**src/rtl/uart_pkg.sv**
```systemverilog
// Shared types and helpers for the UART transmit path.
package uart_pkg;

    typedef enum logic [2:0] {
        IDLE,
        READ_REQ,
        LOAD,
        START,
        DATA,
        PARITY,
        STOP
    } state_t;

    typedef enum logic [1:0] {
        PARITY_NONE = 2'd0,
        PARITY_EVEN = 2'd1,
        PARITY_ODD  = 2'd2
    } parity_t;

    function automatic int unsigned clocks_per_bit(input int unsigned freq, input int unsigned baud);
        return freq / baud;
    endfunction

endpackage

```
**src/rtl/uart_baud_tick.sv**
```systemverilog
// Bit-period counter: tick is high on the last clock of each bit period, clr restarts the period.
// Single-cycle tick, no backpressure; clr has priority over wrap.
module uart_baud_tick #(
    parameter int unsigned CLOCKS_PER_BIT = 10
) (
    input  logic clk,
    input  logic rst,
    input  logic clr,
    output logic tick
);

    localparam int unsigned CW = (CLOCKS_PER_BIT > 2) ? $clog2(CLOCKS_PER_BIT) : 1;

    logic [CW-1:0] count;

    assign tick = (count == CW'(CLOCKS_PER_BIT - 1));

    always_ff @(posedge clk or posedge rst) begin
        if (rst) begin
            count <= '0;
        end else if (clr || tick) begin
            count <= '0;
        end else begin
            count <= count + CW'(1);
        end
    end

endmodule

```
**src/rtl/uart_tx_framer.sv**
```systemverilog
// Parametrised UART transmitter: pops one word per frame from a FIFO, sends start/data/parity/stop, dout registered.
// Start edge 3 clocks after FIFO goes non-empty; waits in IDLE while empty (or while CTS is held off with UART_TX_CTS_EN).
module uart_tx_framer
    import uart_pkg::*;
#(
    parameter logic [31:0]  CLOCK_FREQUENCY = 32'd100_000_000,
    parameter logic [31:0]  BAUD_RATE       = 32'd115200,
    parameter int unsigned  WORD_WIDTH      = 32'd8,
    parameter logic [1:0]   PARITY_MODE     = 2'd0,
    parameter int unsigned  STOP_BITS       = 32'd1
) (
    input  logic                  clk,
    input  logic                  rst,
    input  logic [WORD_WIDTH-1:0] din,
    input  logic                  empty,
`ifdef UART_TX_CTS_EN
    input  logic                  cts_n,
`endif
    output logic                  re,
    output logic                  dout,
    output logic                  busy,
    output logic                  tx_done
);

    localparam int unsigned CPB = clocks_per_bit(CLOCK_FREQUENCY, BAUD_RATE);
    localparam int unsigned BCW = $clog2(WORD_WIDTH + 1);

    if (CPB < 2) begin : g_bad_cpb
        $error("uart_tx_framer: CLOCK_FREQUENCY / BAUD_RATE must be at least 2");
    end
    if (WORD_WIDTH < 5 || WORD_WIDTH > 9) begin : g_bad_width
        $error("uart_tx_framer: WORD_WIDTH must be 5..9");
    end
    if (PARITY_MODE == 2'd3) begin : g_bad_parity
        $error("uart_tx_framer: PARITY_MODE 3 is illegal");
    end
    if (STOP_BITS < 1 || STOP_BITS > 2) begin : g_bad_stop
        $error("uart_tx_framer: STOP_BITS must be 1 or 2");
    end

    state_t                state, state_nx;
    logic [WORD_WIDTH-1:0] shreg, shreg_nx;
    logic                  parity_bit, parity_nx;
    logic [BCW-1:0]        bit_cnt, bit_cnt_nx;
    logic                  dout_nx;
    logic                  tick;
    logic                  clr;
    logic                  cts_ok;

`ifdef UART_TX_CTS_EN
    logic [1:0] cts_sync;

    always_ff @(posedge clk or posedge rst) begin
        if (rst) begin
            cts_sync <= 2'b11;
        end else begin
            cts_sync <= {cts_sync[0], cts_n};
        end
    end

    assign cts_ok = ~cts_sync[1];
`else
    assign cts_ok = 1'b1;
`endif

    // The period counter restarts on every state change and idles outside the bit-timed states.
    assign clr = (state_nx != state) || (state == IDLE) || (state == READ_REQ) || (state == LOAD);

    uart_baud_tick #(
        .CLOCKS_PER_BIT (CPB)
    ) u_baud_tick (
        .clk  (clk),
        .rst  (rst),
        .clr  (clr),
        .tick (tick)
    );

    always_comb begin
        state_nx   = state;
        shreg_nx   = shreg;
        parity_nx  = parity_bit;
        bit_cnt_nx = bit_cnt;
        tx_done    = 1'b0;
        case (state)
            IDLE: begin
                if (!empty && cts_ok) begin
                    state_nx = READ_REQ;
                end
            end
            READ_REQ: state_nx = LOAD;
            LOAD: begin
                shreg_nx  = din;
                parity_nx = (^din) ^ (PARITY_MODE == PARITY_ODD);
                state_nx  = START;
            end
            START: begin
                if (tick) begin
                    state_nx = DATA;
                end
            end
            DATA: begin
                if (tick) begin
                    shreg_nx = shreg >> 1;
                    if (bit_cnt == BCW'(WORD_WIDTH - 1)) begin
                        bit_cnt_nx = '0;
                        state_nx   = (PARITY_MODE != PARITY_NONE) ? PARITY : STOP;
                    end else begin
                        bit_cnt_nx = bit_cnt + BCW'(1);
                    end
                end
            end
            PARITY: begin
                if (tick) begin
                    state_nx = STOP;
                end
            end
            STOP: begin
                if (tick) begin
                    if (bit_cnt == BCW'(STOP_BITS - 1)) begin
                        tx_done    = 1'b1;
                        bit_cnt_nx = '0;
                        state_nx   = IDLE;
                    end else begin
                        bit_cnt_nx = bit_cnt + BCW'(1);
                    end
                end
            end
            default: state_nx = IDLE;
        endcase

        // Line level is decoded from next-cycle state so the registered pin lines up with the state.
        case (state_nx)
            START:   dout_nx = 1'b0;
            DATA:    dout_nx = shreg_nx[0];
            PARITY:  dout_nx = parity_nx;
            default: dout_nx = 1'b1;
        endcase
    end

    always_ff @(posedge clk or posedge rst) begin
        if (rst) begin
            state      <= IDLE;
            shreg      <= '0;
            parity_bit <= 1'b0;
            bit_cnt    <= '0;
            dout       <= 1'b1;
        end else begin
            state      <= state_nx;
            shreg      <= shreg_nx;
            parity_bit <= parity_nx;
            bit_cnt    <= bit_cnt_nx;
            dout       <= dout_nx;
        end
    end

    assign re   = (state == READ_REQ);
    assign busy = (state != IDLE);

endmodule
```
**config.mk**
```make
export PLATFORM = sky130hd
export DESIGN_NAME = uart_tx_framer
export DESIGN_NICKNAME = d
export VERILOG_FILES = /design/src/rtl/uart_pkg.sv /design/src/rtl/uart_baud_tick.sv /design/src/rtl/uart_tx_framer.sv
export SDC_FILE = /design/constraint.sdc
export NUM_CORES = 1
export LEC_CHECK = 0
export CORE_UTILIZATION = 30
export CTS_CLUSTER_DIAMETER = 150
export DETAILED_ROUTE_END_ITERATION = 7
export SLEW_MARGIN = 20
export SYNTH_ARGS = -nofsm -noshare
export SYNTH_HDL_FRONTEND = slang
export SYNTH_SLANG_ARGS = --single-unit
```
**constraint.sdc**
```tcl
create_clock -name clk -period 5.8 [get_ports clk]
set_input_delay 0.87 -clock clk [delete_from_list [all_inputs] [get_ports clk]]
set_output_delay 0.87 -clock clk [all_outputs]
set_load 0.005 [all_outputs]
```
==> impl_metrics.json, run 1 <==
{
  "hp-class": "flip-flop to flip-flop",
  "post_route_cells_drive_above_1_share_pct": 9.58,
  "synth_area_um2": 1500,
  "combPwrFrac_pct": 7.6,
  "cp_max_fo": 6,
  "design.die.area_um2": 5270,
  "worstPathCellList": "ha_1, nor3b_4, nand3_1, nor2_1, clkdlybuf4s50_1",
  "synth_ff_type": "dfrtp_1",
  "use_met2_pct": 19.8,
  "drc": 0,
  "fp.coreArea_um2": 4750,
  "p_leak_nw": 0.749,
  "maxCapViolCount": 0,
  "syn_inst": 155,
  "first_pass_iters": 4,
  "grt_use_met3_pct": 2.90,
  "nFillCells": 513,
  "worstSetupPathType": "flip-flop to output pin",
  "dr_total_vias": 1116,
  "clk_path_buf_depth": 2,
  "crit_slowest_cell": "clkdlybuf4s50_1",
  "critical_path.startpoint": "u_baud_tick.count[0]$_DFF_PP0_",
  "period_share_pct": 50.8,
  "avgSynthCellArea_um2": 9.65,
  "yosysWarningCount": 0,
  "diodes": 0,
  "post_cts_buffers": 0,
  "die_w_um": 72.6,
  "grt_first_pass_wirelength_um": 4970,
  "arrival_ns": 2.08,
  "crit_path_start_kind": "flip-flop",
  "r2r-end": "dout$_DFF_PP1_",
  "area_growth_pct": 16.3,
  "p_total_uw": 335,
  "synth_top_area_share_pct": 43.5,
  "place_hpwl_um": 2070,
  "clk_pin_slew_ns": 0.10,
  "cp_slowest_stage_delay_ns": 0.51,
  "wl_per_cell_um": 12.2,
  "portBuffers": 14,
  "fin_tns_setup_ns": 0,
  "syn_nets": 169,
  "cts_tree": "yes",
  "final-setup-viol-count": 0,
  "max_slew.worst_pin.slew_ns": 0.645,
  "clock_skew_ns": 0.0102,
  "slew_headroom_pct": 56.8,
  "globalplace.congestion": 0.697,
  "worstPathRequired_ns": 4.93,
  "io_pins": 15,
  "reg2regPathDepth": 6,
  "ant_nets": 0,
  "synth_cell_types": 39,
  "fp-row-count": 25,
  "critical_path.endpoint": "tx_done",
  "synth.most_common_cell": "dfrtp_1",
  "antenna_found_initial": 0,
  "clock_latency_ns": 0.28,
  "cts_resized": 0,
  "htreeDepth": 1,
  "async_flop_share_pct": 100,
  "synth_area_leaders": "dfrtp_1 44%, xnor2_1 7.0%, nand2_1 5.5%",
  "p_sw_share_pct": 23.5,
  "synth_seq_cells": 27,
  "critPathCaptureType": "output pin",
  "synth_common_cells": "26 x dfrtp_1, 22 x nand2_1, 15 x nor2_1, 12 x xnor2_1",
  "start_util_pct": 31.4,
  "slew_viol_final": 0,
  "cts_hold_buf": 0,
  "p_seq_share_pct": 58.8,
  "grt.busiest_layer": "met2",
  "p_clk_share_pct": 33.6,
  "clockRootBuffer": "clkbuf_8",
  "postRouteWirelength_um": 2860,
  "layout_min_cycle_time_ns": 2.95,
  "synth_edf_count": 0,
  "rsz0062_at_grt": "false",
  "netSwitchingPower_uw": 78.8,
  "ff2ff_setup_slack_ns": 3.67,
  "final_net_count": 182,
  "r2r_start": "u_baud_tick.count[0]$_DFF_PP0_",
  "timing.fmax_mhz": 339,
  "grt_max_degree": 28,
  "cts_made_buffers": 3,
  "grt_use_met1_pct": 16.5,
  "fin_util_pct": 36.6,
  "die_h_um": 72.6,
  "grt_pass1_vias": 1064,
  "drt-initial-drc-count": 67,
  "grt-ovfl-total": 0,
  "hold_violations": 0,
  "via_per_inst": 4.77,
  "outcome": "completed",
  "irDropWorstVdd_mv": 0.0899,
  "power_density_nw_per_um2": 193,
  "ys_seq_area_share_pct": 45.3,
  "synth_largest_area_cell": "dfrtp_1",
  "clock_sinks": 27,
  "grt_usage_pct": 12.3,
  "p_int_uw": 256
}
==> state kept, by name, indices dropped and copies added (netlist names) <==
name and cells:
state 3, u_baud_tick.count 10, bit_cnt 4, shreg 8, parity_bit 1, dout 1
==> layout by cell type (no fill, tap or decap), types with 3 or more instances in the layout <==
cell / count
dfrtp_1: 26
nand2_1: 22
nor2_1: 15
clkdlybuf4s50_1: 14
xnor2_1: 12
nand3_1: 7
o21ai_0: 7
inv_1: 6
a22oi_1: 6
nand4_1: 4
xor2_1: 4
and3_1: 3
nor3b_1: 3
a21oi_1: 3
a31oi_1: 3
ha_1: 3
clkbuf_8: 3
==> kinds of logic (layout without fill, tap and decap cells) <==
kind of cell               count (synthesis)  count (layout)  share of synthesized area, %
and+or+nand+nor                           69              69                          25.4
DFF                                       27              27                          45.3
AOI/OAI and AO/OA                         26              26                          13.1
xor gates and xnor gates                  16              16                          9.37
buffers and inverters                     13              25                          3.51
adders and majority gates                  3               3                          2.51
muxes                                      1               1                         0.753
==> routing by layer <==
layer  share of wire, %  up-vias
met5                  0        -
met4               0.67        0
met3                2.7        2
met2                 47       17
met1                 49      531
li1                   -      566
==> layout make-up <==
cell class                      count  area, um2  area share, %
Tap cell                           67       83.8           4.82
Clock buffer                        3       41.3           2.37
Clock inverter                      1       5.00          0.288
Timing Repair Buffer               14        140           8.06
Inverter                            7       26.3           1.51
Sequential cell                    27        677           38.9
Multi-Input combinational cell    115        766           44.0
==> how the worst min path moves through the flow <==
stage | start | end | slack (ns) | cells past startpoint
finish | shreg[1]$_DFFE_PP0P_ | shreg[1]$_DFFE_PP0P_ | 0.48 | 2
CTS | shreg[1]$_DFFE_PP0P_ | shreg[1]$_DFFE_PP0P_ | 0.49 | 2
floorplan | shreg[1]$_DFFE_PP0P_ | shreg[1]$_DFFE_PP0P_ | 0.44 | 2
global placement | shreg[1]$_DFFE_PP0P_ | shreg[1]$_DFFE_PP0P_ | 0.45 | 2
detailed placement | shreg[1]$_DFFE_PP0P_ | shreg[1]$_DFFE_PP0P_ | 0.47 | 2
global route | shreg[3]$_DFFE_PP0P_ | shreg[3]$_DFFE_PP0P_ | 0.51 | 2
==> power by group through the flow <==
stage / registers (mW) / clock network [mW] / logic, mW
after floorplan: 0.200 / 0 / 0.0155
after global placement: 0.201 / 0 / 0.0263
after detailed placement: 0.201 / 0 / 0.0265
after CTS: 0.197 / 0.116 / 0.0266
after global routing: 0.198 / 0.121 / 0.0289
final: 0.197 / 0.112 / 0.0255
==> per-stage QoR <==
| stage | hold WS, ns | area, um2 | setup slack [ns] | std cells |
|---|---|---|---|---|
| after CTS | 0.491 | 1740 | 2.85 | 234 |
| after global routing | 0.511 | 1740 | 2.66 | 234 |
| after global placement | 0.454 | 1690 | 3.21 | 230 |
| after floorplan | 0.438 | 1500 | 3.76 | 155 |
| final | 0.481 | 1740 | 2.85 | 234 |
| after detailed placement | 0.467 | 1690 | 3.18 | 230 |
==> critical path, delay by kind of cell (launching register included) <==
kind | cells | cell delay, ns
simple gates | 3 | 0.67
buf+inv | 1 | 0.51
flops | 1 | 0.40
fa+ha+maj | 1 | 0.21
Power figures use the tool's default switching activity.
==> inputs of run 2 (changes only) <==
clock period = 3 ns   (was 5.8 ns; I/O delays follow)
==> impl_metrics.json, run 2 (synthesis results as in run 1) <==
{
  "fp-row-count": 25,
  "worstPathRequired_ns": 2.55,
  "hold_violations": 0,
  "clk_path_buf_depth": 2,
  "cp_slowest_stage_delay_ns": 0.51,
  "met2_wirelength_um": 1300,
  "cts_hold_buf": 0,
  "clk_pin_slew_ns": 0.10,
  "irDropWorstVdd_mv": 0.196,
  "layout_min_cycle_time_ns": 2.52,
  "grt_pass1_vias": 1039,
  "drt-initial-drc-count": 75,
  "largest_reg_flops": 10,
  "via_per_inst": 4.58,
  "met1_length_um": 1360,
  "worstPathCellList": "inv_1, ha_1, nor3b_1, nand3_1, nor2_1, clkdlybuf4s50_1",
  "timing.fmax_mhz": 397,
  "grt_first_pass_wirelength_um": 4830,
  "reg_top3": "u_baud_tick.count (10), shreg (8), bit_cnt (4)",
  "clock_skew_ns": 0.0127,
  "slew_headroom_pct": 72.4,
  "fp.coreArea_um2": 4750,
  "dr_total_vias": 1082,
  "die_w_um": 72.6,
  "grt_max_degree": 28,
  "cp_max_fo": 5,
  "mostFrequentLayoutCells": "26 x dfrtp_1, 22 x nand2_1, 15 x nor2_1, 14 x clkdlybuf4s50_1, 12 x xnor2_1",
  "cts_resized": 0,
  "nFillCells": 516,
  "p_leak_nw": 0.757,
  "hold_slack_ns": 0.481,
  "crit_slowest_cell": "clkdlybuf4s50_1",
  "period_share_pct": 83.9,
  "portBuffers": 14,
  "final_common_cell": "dfrtp_1",
  "final_net_count": 184,
  "area_growth_pct": 17.5,
  "drc": 0,
  "max_slew.worst_pin.slew_ns": 0.413,
  "clockRootBuffer": "clkbuf_8",
  "largest_register": "u_baud_tick.count",
  "min_from": "shreg[1]$_DFFE_PP0P_",
  "r2r_start": "u_baud_tick.count[0]$_DFF_PP0_",
  "critPathCaptureType": "output pin",
  "maxCapViolCount": 0,
  "cts_made_buffers": 3,
  "place_hpwl_um": 2030,
  "slew_viol_final": 0,
  "p_total_uw": 644,
  "ant_nets": 0,
  "grt-ovfl-total": 0,
  "arrival_ns": 2.07,
  "antenna_found_initial": 0,
  "outcome": "completed",
  "crit_path_start_kind": "flip-flop",
  "postRouteWirelength_um": 2790,
  "rsz0062_at_grt": "false",
  "design.die.area_um2": 5270,
  "final-setup-viol-count": 0,
  "first_pass_iters": 4,
  "post_cts_buffers": 0,
  "start_util_pct": 31.4,
  "worstSetupPathType": "flip-flop to output pin",
  "fin_util_pct": 36.9,
  "wl_per_cell_um": 11.8,
  "critical_path_buf_inv_count": 2,
  "wl_met3_um": 102,
  "grt_usage_pct": 12.0,
  "routed.top_layer": "met4",
  "diodes": 0,
  "critical_path.startpoint": "bit_cnt[0]$_DFFE_PP0P_",
  "cts_tree": "yes",
  "hp-class": "flip-flop to flip-flop",
  "globalplace.congestion": 0.695,
  "htreeDepth": 1,
  "clock_latency_ns": 0.28,
  "cp_top_family": "simple AND/OR/NAND/NOR gates",
  "fin_tns_setup_ns": 0,
  "clock_sinks": 27,
  "die_h_um": 72.6,
  "io_pins": 15,
  "post_route_cells_drive_above_1_share_pct": 10.1,
  "power_density_nw_per_um2": 366
}
## run 2: per-layer routing
layer,GRT usage (%),vias up
li1,-,568
met1,16.4,489
met2,18.9,23
met3,2.49,2
met4,3.92,0
met5,0,-
## run 2: final timing paths
kind                       cells past startpoint  slack [ns]              endpoint
min in group asynchronous                      3        0.52    state[0]$_DFF_PP0_
hold / removal                                 2        0.48  shreg[1]$_DFFE_PP0P_
max in group asynchronous                      3        2.18        dout$_DFF_PP1_
setup / recovery                               6        0.48               tx_done
hold reg to reg                                2        0.48  shreg[1]$_DFFE_PP0P_
setup reg to reg                               6        0.89        dout$_DFF_PP1_
## run 2: report_power, final
group | internal [mW] | switching [mW] | total, mW
clock | 0.0943 | 0.118 | 0.213
combinational | 0.0280 | 0.0222 | 0.0502
sequential | 0.375 | 0.00620 | 0.381
## run 2: per-stage QoR
stage / setup WS (ns) / cell area, um2 / std cells
floorplan: 1.15 / 1500 / 155
global placement: 0.817 / 1710 / 232
detailed placement: 0.791 / 1710 / 232
CTS: 0.455 / 1760 / 236
global route: 0.306 / 1760 / 236
finish: 0.483 / 1760 / 236
## run 2: final cells by class
cell class | instances | area, um2 | share of cell area [%]
Inverter | 7 | 26.3 | 1.50
Sequential cell | 27 | 677 | 38.5
Clock buffer | 3 | 41.3 | 2.35
Timing Repair Buffer | 16 | 155 | 8.83
Tap cell | 67 | 83.8 | 4.77
Multi-Input combinational cell | 115 | 766 | 43.6
Clock inverter | 1 | 7.51 | 0.427
## run 2: worst min-delay path, delay by kind of cell, from the launching register on
kind | cells | cell delay, ns
simple gates | 2 | 0.11
flops | 1 | 0.35
==> inputs of run 3 (changes only) <==
clock period = 2.2 ns   (was 3 ns; I/O delays follow)
==> impl_metrics.json, run 3 (synthesis results as in run 1) <==
{
  "outcome": "completed",
  "r2r_start": "u_baud_tick.count[1]$_DFF_PP0_",
  "arrival_ns": 1.71,
  "fp-row-count": 25,
  "reg_top3": "u_baud_tick.count (10), shreg (8), bit_cnt (4)",
  "hold_violations": 0,
  "cts_hold_buf": 0,
  "rsz0062_at_grt": "false",
  "postRouteWirelength_um": 3050,
  "cp_max_fo": 14,
  "drc": 0,
  "clk_path_buf_depth": 2,
  "worstSetupPathType": "flip-flop to output pin",
  "globalplace.congestion": 0.717,
  "p_clk_share_pct": 32.0,
  "via_per_inst": 4.72,
  "clock_skew_ns": 0.00796,
  "grt_usage_pct": 13.1,
  "worstPathRequired_ns": 1.87,
  "p_seq_share_pct": 60.1,
  "ant_nets": 0,
  "grt-ovfl-total": 0,
  "p_total_uw": 866,
  "cts_tree": "yes",
  "first_pass_iters": 4,
  "hp-class": "input port to asynchronous set/reset pin",
  "drt-initial-drc-count": 56,
  "grt_first_pass_wirelength_um": 5320,
  "hold_slack_ns": 0.410,
  "clock_sinks": 27,
  "fp.coreArea_um2": 4750,
  "final_common_cell": "dfrtp_1",
  "netSwitchingPower_uw": 187,
  "start_util_pct": 31.4,
  "fin_util_pct": 39.7,
  "wl_per_cell_um": 12.2,
  "place_hpwl_um": 2130,
  "die_h_um": 72.6,
  "mostFrequentLayoutCells": "26 x dfrtp_1, 22 x nand2_1, 15 x nor2_1, 15 x buf_4, 13 x clkdlybuf4s50_1",
  "portBuffers": 14,
  "final-setup-viol-count": 0,
  "htreeDepth": 1,
  "design.die.area_um2": 5270,
  "timing.fmax_mhz": 490,
  "grt_pass1_vias": 1129,
  "slew_viol_final": 0,
  "grt_max_degree": 28,
  "post_route_cells_drive_above_1_share_pct": 18.1,
  "die_w_um": 72.6,
  "crit_path_start_kind": "flip-flop",
  "largest_register": "u_baud_tick.count",
  "area_growth_pct": 26.2,
  "layout_min_cycle_time_ns": 2.04,
  "diodes": 0,
  "clockRootBuffer": "clkbuf_8",
  "slew_headroom_pct": 68.5,
  "final_net_count": 197,
  "fin_tns_setup_ns": 0,
  "irDropWorstVdd_mv": 0.168,
  "p_leak_nw": 0.848,
  "period_share_pct": 92.8,
  "cts_made_buffers": 3,
  "antenna_found_initial": 0,
  "clock_latency_ns": 0.27,
  "max_slew.worst_pin.slew_ns": 0.472,
  "critPathCaptureType": "output pin",
  "clk_pin_slew_ns": 0.09,
  "p_sw_share_pct": 21.6,
  "combPwrFrac_pct": 7.9,
  "dr_total_vias": 1175,
  "largest_reg_flops": 10,
  "critical_path.startpoint": "state[1]$_DFF_PP0_",
  "maxCapViolCount": 0,
  "p_int_uw": 679,
  "io_pins": 15,
  "nFillCells": 498,
  "power_density_nw_per_um2": 459
}
==> run 3: cell type report <==
cell class | count | area [um2] | area share [%]
flip-flops and latches | 27 | 677 | 35.9
inverters | 7 | 26.3 | 1.39
multi-input cells | 115 | 800 | 42.4
repair buffers | 29 | 255 | 13.5
well taps | 67 | 83.8 | 4.44
clock buffers | 4 | 45.0 | 2.39
==> run 3: through the flow <==
stage | area (um2) | setup slack, ns | cells
after floorplan | 1500 | 0.345 | 155
after global placement | 1750 | 0.255 | 238
after detailed placement | 1750 | 0.217 | 238
after CTS | 1840 | 0.0120 | 244
after global routing | 1890 | 0.0784 | 249
final | 1890 | 0.158 | 249
==> run 3: final timing paths <==
path / end / slack, ns / cells after the start
min in group clk: shreg[1]$_DFFE_PP0P_ / 0.48 / 2
setup / recovery: busy / 0.16 / 2
hold / removal: u_baud_tick.count[5]$_DFF_PP0_ / 0.41 / 3
max in group asynchronous: dout$_DFF_PP1_ / 1.48 / 3
setup reg to reg: dout$_DFF_PP1_ / 0.28 / 7
hold reg to reg: shreg[1]$_DFFE_PP0P_ / 0.48 / 2
==> run 3: power by group through the flow <==
stage,combinational (mW),clock [mW],sequential (mW)
finish,0.0683,0.277,0.520
global placement,0.0697,0,0.529
CTS,0.0699,0.292,0.520
floorplan,0.0408,0,0.526
global route,0.0783,0.309,0.521
detailed placement,0.0698,0,0.529
==> run 3: routing by layer <==
| metal | track usage, % | vias to the layer above | wire length [um] |
|---|---|---|---|
| li1 | - | 595 | - |
| met4 | 3.92 | 0 | 17 |
| met5 | 0 | - | 0 |
| met2 | 20.7 | 16 | 1370 |
| met3 | 1.66 | 2 | 83 |
| met1 | 18.8 | 562 | 1580 |
==> run 3: worst max-delay path, cell delays in order, from the launching register on <==
cell and delay, ns:
dfrtp_1 0.56, or3_1 0.44, clkdlybuf4s50_1 0.45
==> run 3: what timing repair did <==
action                                  in CTS  in global routing
setup buffers                                2                  5
pin swaps                                    1                  3
endpoints found under the setup margin       1                  1
gates resized for setup                      5                  2
